$ cat src/rtl/led_fader_pkg.sv
// Shared types and ramp arithmetic for the LED PWM fader.
// The step helper works on a fixed wide word so that any PWM_BITS up to 16 can use it.
package led_fader_pkg;

   localparam int DEF_PWM_BITS = 8;
   localparam int ARITH_W      = 16;

   typedef logic [DEF_PWM_BITS-1:0] duty_t;

   // Moves duty one step toward target without overshooting; one extra bit of headroom avoids wrap.
   function automatic logic [ARITH_W-1:0] step_toward(input logic [ARITH_W-1:0] duty,
                                                      input logic [ARITH_W-1:0] target,
                                                      input logic [ARITH_W-1:0] step);
      logic [ARITH_W:0] up;
      logic [ARITH_W:0] floor_lim;
      logic [ARITH_W-1:0] res;
      up        = {1'b0, duty} + {1'b0, step};
      floor_lim = {1'b0, target} + {1'b0, step};
      res       = duty;
      if (duty < target) begin
         res = (up > {1'b0, target}) ? target : up[ARITH_W-1:0];
      end else if (duty > target) begin
         res = ({1'b0, duty} < floor_lim) ? target : (duty - step);
      end
      return res;
   endfunction

endpackage

$ cat src/rtl/led_fader_channel.sv
// One LED channel: ramped duty, period-aligned applied duty and registered PWM compare.
module led_fader_channel
   import led_fader_pkg::*;
#(
   parameter int PWM_BITS  = DEF_PWM_BITS,
   parameter int MAX_LEVEL = 255,
   parameter int STEP      = 4
) (
   input  logic                clk,
   input  logic                reset,
   input  logic                led_i,
   input  logic                tick_i,
   input  logic                load_i,
   input  logic [PWM_BITS-1:0] pwm_cnt_i,
   output logic                led_o,
   output logic                mismatch_o
);

   localparam logic [PWM_BITS-1:0] LEVEL_ON = PWM_BITS'(MAX_LEVEL);

   logic [PWM_BITS-1:0] target;
   logic [PWM_BITS-1:0] duty_q, duty_d;
   logic [PWM_BITS-1:0] applied_q, applied_d;
   logic                led_q, led_d;

   // The applied duty captures the pre-tick ramp value, so a coincident tick lands one period later.
   always_comb begin
      target    = led_i ? LEVEL_ON : '0;
      duty_d    = duty_q;
      if (tick_i) begin
         duty_d = PWM_BITS'(step_toward(ARITH_W'(duty_q), ARITH_W'(target), ARITH_W'(STEP)));
      end
      applied_d = load_i ? duty_q : applied_q;
      led_d     = (applied_q > pwm_cnt_i);
   end

   always_ff @(posedge clk) begin
      if (reset) begin
         duty_q    <= '0;
         applied_q <= '0;
         led_q     <= 1'b0;
      end else begin
         duty_q    <= duty_d;
         applied_q <= applied_d;
         led_q     <= led_d;
      end
   end

   assign led_o      = led_q;
   assign mismatch_o = (duty_q != target);

endmodule

$ cat src/rtl/led_pwm_fader.sv
// PWM fader between the core's LED pattern and the board pins.
// Shared PWM counter and ramp prescaler live here; each LED is one led_fader_channel.
module led_pwm_fader
   import led_fader_pkg::*;
#(
   parameter int NUM_LEDS  = 4,
   parameter int PWM_BITS  = DEF_PWM_BITS,
   parameter int MAX_LEVEL = 255,
   parameter int STEP      = 4,
   parameter int RAMP_DIV  = 25000
) (
   input  logic                clk,
   input  logic                reset,
   input  logic [NUM_LEDS-1:0] led_in,
   output logic [NUM_LEDS-1:0] led_out,
   output logic                busy
);

   localparam int PRESC_W = (RAMP_DIV > 1) ? $clog2(RAMP_DIV) : 1;

   logic [PWM_BITS-1:0] pwm_cnt_q, pwm_cnt_d;
   logic [PRESC_W-1:0]  presc_q, presc_d;
   logic                tick;
   logic                load;
   logic [NUM_LEDS-1:0] mismatch;
   logic                busy_q, busy_d;

   always_comb begin
      tick      = (presc_q == PRESC_W'(RAMP_DIV - 1));
      presc_d   = tick ? '0 : presc_q + 1'b1;
      pwm_cnt_d = pwm_cnt_q + 1'b1;
      load      = (pwm_cnt_q == '1);
      busy_d    = |mismatch;
   end

   always_ff @(posedge clk) begin
      if (reset) begin
         pwm_cnt_q <= '0;
         presc_q   <= '0;
         busy_q    <= 1'b0;
      end else begin
         pwm_cnt_q <= pwm_cnt_d;
         presc_q   <= presc_d;
         busy_q    <= busy_d;
      end
   end

   for (genvar i = 0; i < NUM_LEDS; i++) begin : g_ch
      led_fader_channel #(
         .PWM_BITS  (PWM_BITS),
         .MAX_LEVEL (MAX_LEVEL),
         .STEP      (STEP)
      ) u_ch (
         .clk        (clk),
         .reset      (reset),
         .led_i      (led_in[i]),
         .tick_i     (tick),
         .load_i     (load),
         .pwm_cnt_i  (pwm_cnt_q),
         .led_o      (led_out[i]),
         .mismatch_o (mismatch[i])
      );
   end

   assign busy = busy_q;

endmodule

$ cat config.mk
export PLATFORM = sky130hd
export DESIGN_NAME = led_pwm_fader
export DESIGN_NICKNAME = d
export VERILOG_FILES = /design/src/rtl/led_fader_pkg.sv /design/src/rtl/led_fader_channel.sv /design/src/rtl/led_pwm_fader.sv
export SDC_FILE = /design/constraint.sdc
export NUM_CORES = 1
export LEC_CHECK = 0
export BUFFER_PORTS_ARGS = -buffer_cell sky130_fd_sc_hd__buf_4
export CAP_MARGIN = 20
export CELL_PAD_IN_SITES_DETAIL_PLACEMENT = 0
export CELL_PAD_IN_SITES_GLOBAL_PLACEMENT = 2
export CORE_MARGIN = 4
export CORE_UTILIZATION = 39
export CTS_CLUSTER_DIAMETER = 40
export DETAILED_ROUTE_END_ITERATION = 12
export PLACE_DENSITY = 0.86
export SLEW_MARGIN = 20
export SYNTH_ARGS = -nofsm -noshare
export SYNTH_HDL_FRONTEND = slang
export SYNTH_SLANG_ARGS = --single-unit
$ cat constraint.sdc
create_clock -name clk -period 3.12 [get_ports clk]
set_input_delay 0.468 -clock clk [delete_from_list [all_inputs] [get_ports clk]]
set_output_delay 0.468 -clock clk [all_outputs]
set_load 0.01 [all_outputs]
==> results.cfg <==
[timing]
setup_violations = 0
timing.fmax_ghz = 0.3523
max-slew-margin-rel = 0.5902
period_share = 0.9097
fin_crit_ns = 2.838
rsz0062_at_grt = true
hold_viol = 0
tightest_slew_ns = 0.6147
maxSlewViolCount = 0
tns_ns = 0
finClkSkew_ns = 0.008270
layout_setup_ws_ns = 0.2817

[clock_network]
post-cts-setup-buffers = 0
clockBufferDepth = 2
cts_sinks = 84
postCtsHoldBufs = 0
numCtsBuffers = 9
root_buffer = clkbuf_16
htreeDepth = 3
cts_tree = yes
clk-insertion-delay-late_ns = 0.34
cts.repair.resized = 0
clk_pin_slew_ns = 0.07

[floorplanning]
die_w_um = 137.2
dieHeight_um = 137.2
start_util = 0.4042
core_um2 = 16120
die_area_um2 = 18830
pin_count = 11
fp-row-count = 46

[synthesis]
syn_area_um2 = 6514
synth_fp_nets = 911
seq_area_frac_synth = 0.2582
ys.flop_type = dfxtp_1
async_flop_share = 0
synth.distinct_cells = 75
synth-edff-count = 0
ys_ff_latch = 84
ys.warnings.count = 0
netlist_instances = 799
syn_area_per_cell_um2 = 8.152

[layout]
fin_cells = 1044
final_cell_mix = ha_1 (106), nand2_1 (92), dfxtp_1 (84), a21oi_1 (79), nor2_1 (46)
area_growth_pct = 12.24
fillerInstances = 1610
final_common_cell = ha_1
nets = 935
antenna_cells = 0
drive_above_1_share = 0.09662

[global_routing]
grt_pass1_vias = 5523
grt_pass1_wl_um = 26770
grt_max_degree = 56
overflow = 0
grt_antenna_before_repair = 0
grt_usage = 0.1748

[routing]
vias_per_cell = 5.511
drt-pass1-iter-count = 5
num_vias = 5754
antenna_left = 0
routed_wl_um = 15800
drtIter0Drc = 372
drc_errors = 0
wl_per_cell_um = 15.13

[placement]
portBuffers = 10
place_inst = 1028
gp_congestion = 0.8471
dp_slack_ns = 0.2101
dp_hpwl_um = 11910

[setup_path]
slowest_delay_ns = 0.47
cp_top_family = compound AO/OA/AOI/OAI gates
critPathRequiredTime_ns = 3.31
crit_arrival_ns = 3.03
path_buf_inv = 0
path_class = reg2reg
worstSetupEndpointType = flip-flop
critPathLaunchType = flip-flop
crit_chain = ha_1 -> nand3_1 -> xnor2_1 -> ha_1 -> nand3_1 -> nor3_1 -> o21ai_0 -> o21ai_0 -> o2111a_1 -> a221oi_1
worstPathMaxFanout = 8
cp_slowest_cell = dfxtp_1

[job]
maxCapViolCount = 0

[pwr]
power.density_nw_per_um2 = 327.5
power_mw = 2.394
ir_drop_mv = 0.2611
leakagePower_nw = 3.152

[run_status]
status = completed

[worst_hold_path]
min_path_type = in2reg
registers in the layout (all words and copies together) (netlist names):
| signal | cells |
|---|---|
| g_ch.u_ch.led_o | 4 |
| g_ch.u_ch.duty_q | 28 |
| pwm_cnt_q | 8 |
| g_ch.u_ch.applied_q | 28 |
| busy | 1 |
| presc_q | 15 |
cells in the mapped netlist (all sizes together), types with 4 or more instances:
| cell | n | area (um^2) |
|---|---|---|
| o22ai | 4 | 25.02 |
| nor2 | 47 | 178.9 |
| a21oi | 79 | 395.4 |
| inv | 37 | 138.9 |
| nor3 | 19 | 100.1 |
| nand2b | 12 | 75.07 |
| or3 | 4 | 25.02 |
| o21ai | 39 | 198.9 |
| a211oi | 7 | 57.55 |
| nand4 | 15 | 93.84 |
| clkbuf | 25 | 93.84 |
| xor2 | 16 | 140.1 |
| ha | 106 | 1326 |
| xnor2 | 31 | 271.5 |
| o211a | 5 | 50.05 |
| dfxtp | 84 | 1682 |
| nand2 | 93 | 351.6 |
| and3 | 12 | 75.07 |
| buf | 6 | 37.54 |
| or4 | 6 | 48.80 |
| mux2i | 7 | 70.07 |
| a31oi | 5 | 31.28 |
| nand3 | 37 | 185.2 |
| nor4 | 8 | 80.08 |
| a21o | 16 | 120.1 |
| nor2b | 10 | 62.56 |
| o31ai | 5 | 37.54 |
cells by family after synthesis:
| group | after synthesis | synth area share |
|---|---|---|
| AO/OA/AOI/OAI | 202 | 0.1975 |
| XOR/XNOR | 47 | 0.06320 |
| AND/OR/NAND/NOR | 284 | 0.2236 |
| adder cells (fa/ha/maj) | 106 | 0.2036 |
| multiplexers | 8 | 0.01249 |
| flip-flops | 84 | 0.2582 |
| buffers and inverters | 68 | 0.04149 |
where the power goes:
part	internal, mW	leakage, nW	switching [mW]	total, mW
Clock	0.665	0.148	0.435	1.10
Combinational	0.0825	2.33	0.118	0.200
Sequential	1.08	0.679	0.00861	1.09
Total	1.83	3.15	0.562	2.39
per-layer routing:
layer,global-route usage,share of wire,vias to the layer above
met5,0,0,-
met4,0.03437,0.011,0
met3,0.02995,0.030,16
met2,0.2856,0.46,84
met1,0.2435,0.50,2721
li1,-,-,2933
worst register-to-register path: cells and delay by family (launching register included):
kind,cells,cell delay (ns)
flops,1,0.47
simple gates,3,0.44
xor+xnor,1,0.16
fa+ha+maj,2,0.59
compound gates,4,1.02
final timing paths:
| check | depth (start not counted) | startpoint | end | slack (ns) |
|---|---|---|---|---|
| worst max-delay path | 10 | g_ch[0].u_ch.duty_q[3] | g_ch[0].u_ch.duty_q[3] | 0.28 |
| worst min-delay path | 3 | led_in[3] | g_ch[3].u_ch.duty_q[0] | 0.44 |
| worst max register to register | 10 | g_ch[0].u_ch.duty_q[3] | g_ch[0].u_ch.duty_q[3] | 0.28 |
| worst min register to register | 1 | presc_q[0] | presc_q[0] | 0.45 |
per-stage QoR:
stage / hold slack, ns / area (um^2) / utilization
2_1_floorplan: 0.4175 / 6514 / -
3_3_place_gp: 0.4312 / 6988 / 0.4336
3_5_place_dp: 0.4415 / 6988 / 0.4336
4_1_cts: 0.4318 / 7300 / 0.4530
5_1_grt: 0.4487 / 7311 / 0.4536
6_report: 0.4380 / 7311 / 0.4536
area by class of cell:
| cell class | instances | area [um^2] | share of cell area |
|---|---|---|---|
| clock buffer | 11 | 252.7 | 0.03457 |
| clock inverter | 5 | 58.81 | 0.008044 |
| multi-input combinational | 647 | 4578 | 0.6262 |
| inverter | 37 | 138.9 | 0.01900 |
| sequential | 84 | 1682 | 0.2300 |
| timing repair buffer | 44 | 330.3 | 0.04518 |
| tap | 216 | 270.3 | 0.03697 |
Note: power is estimated with default switching activity, not from simulation.
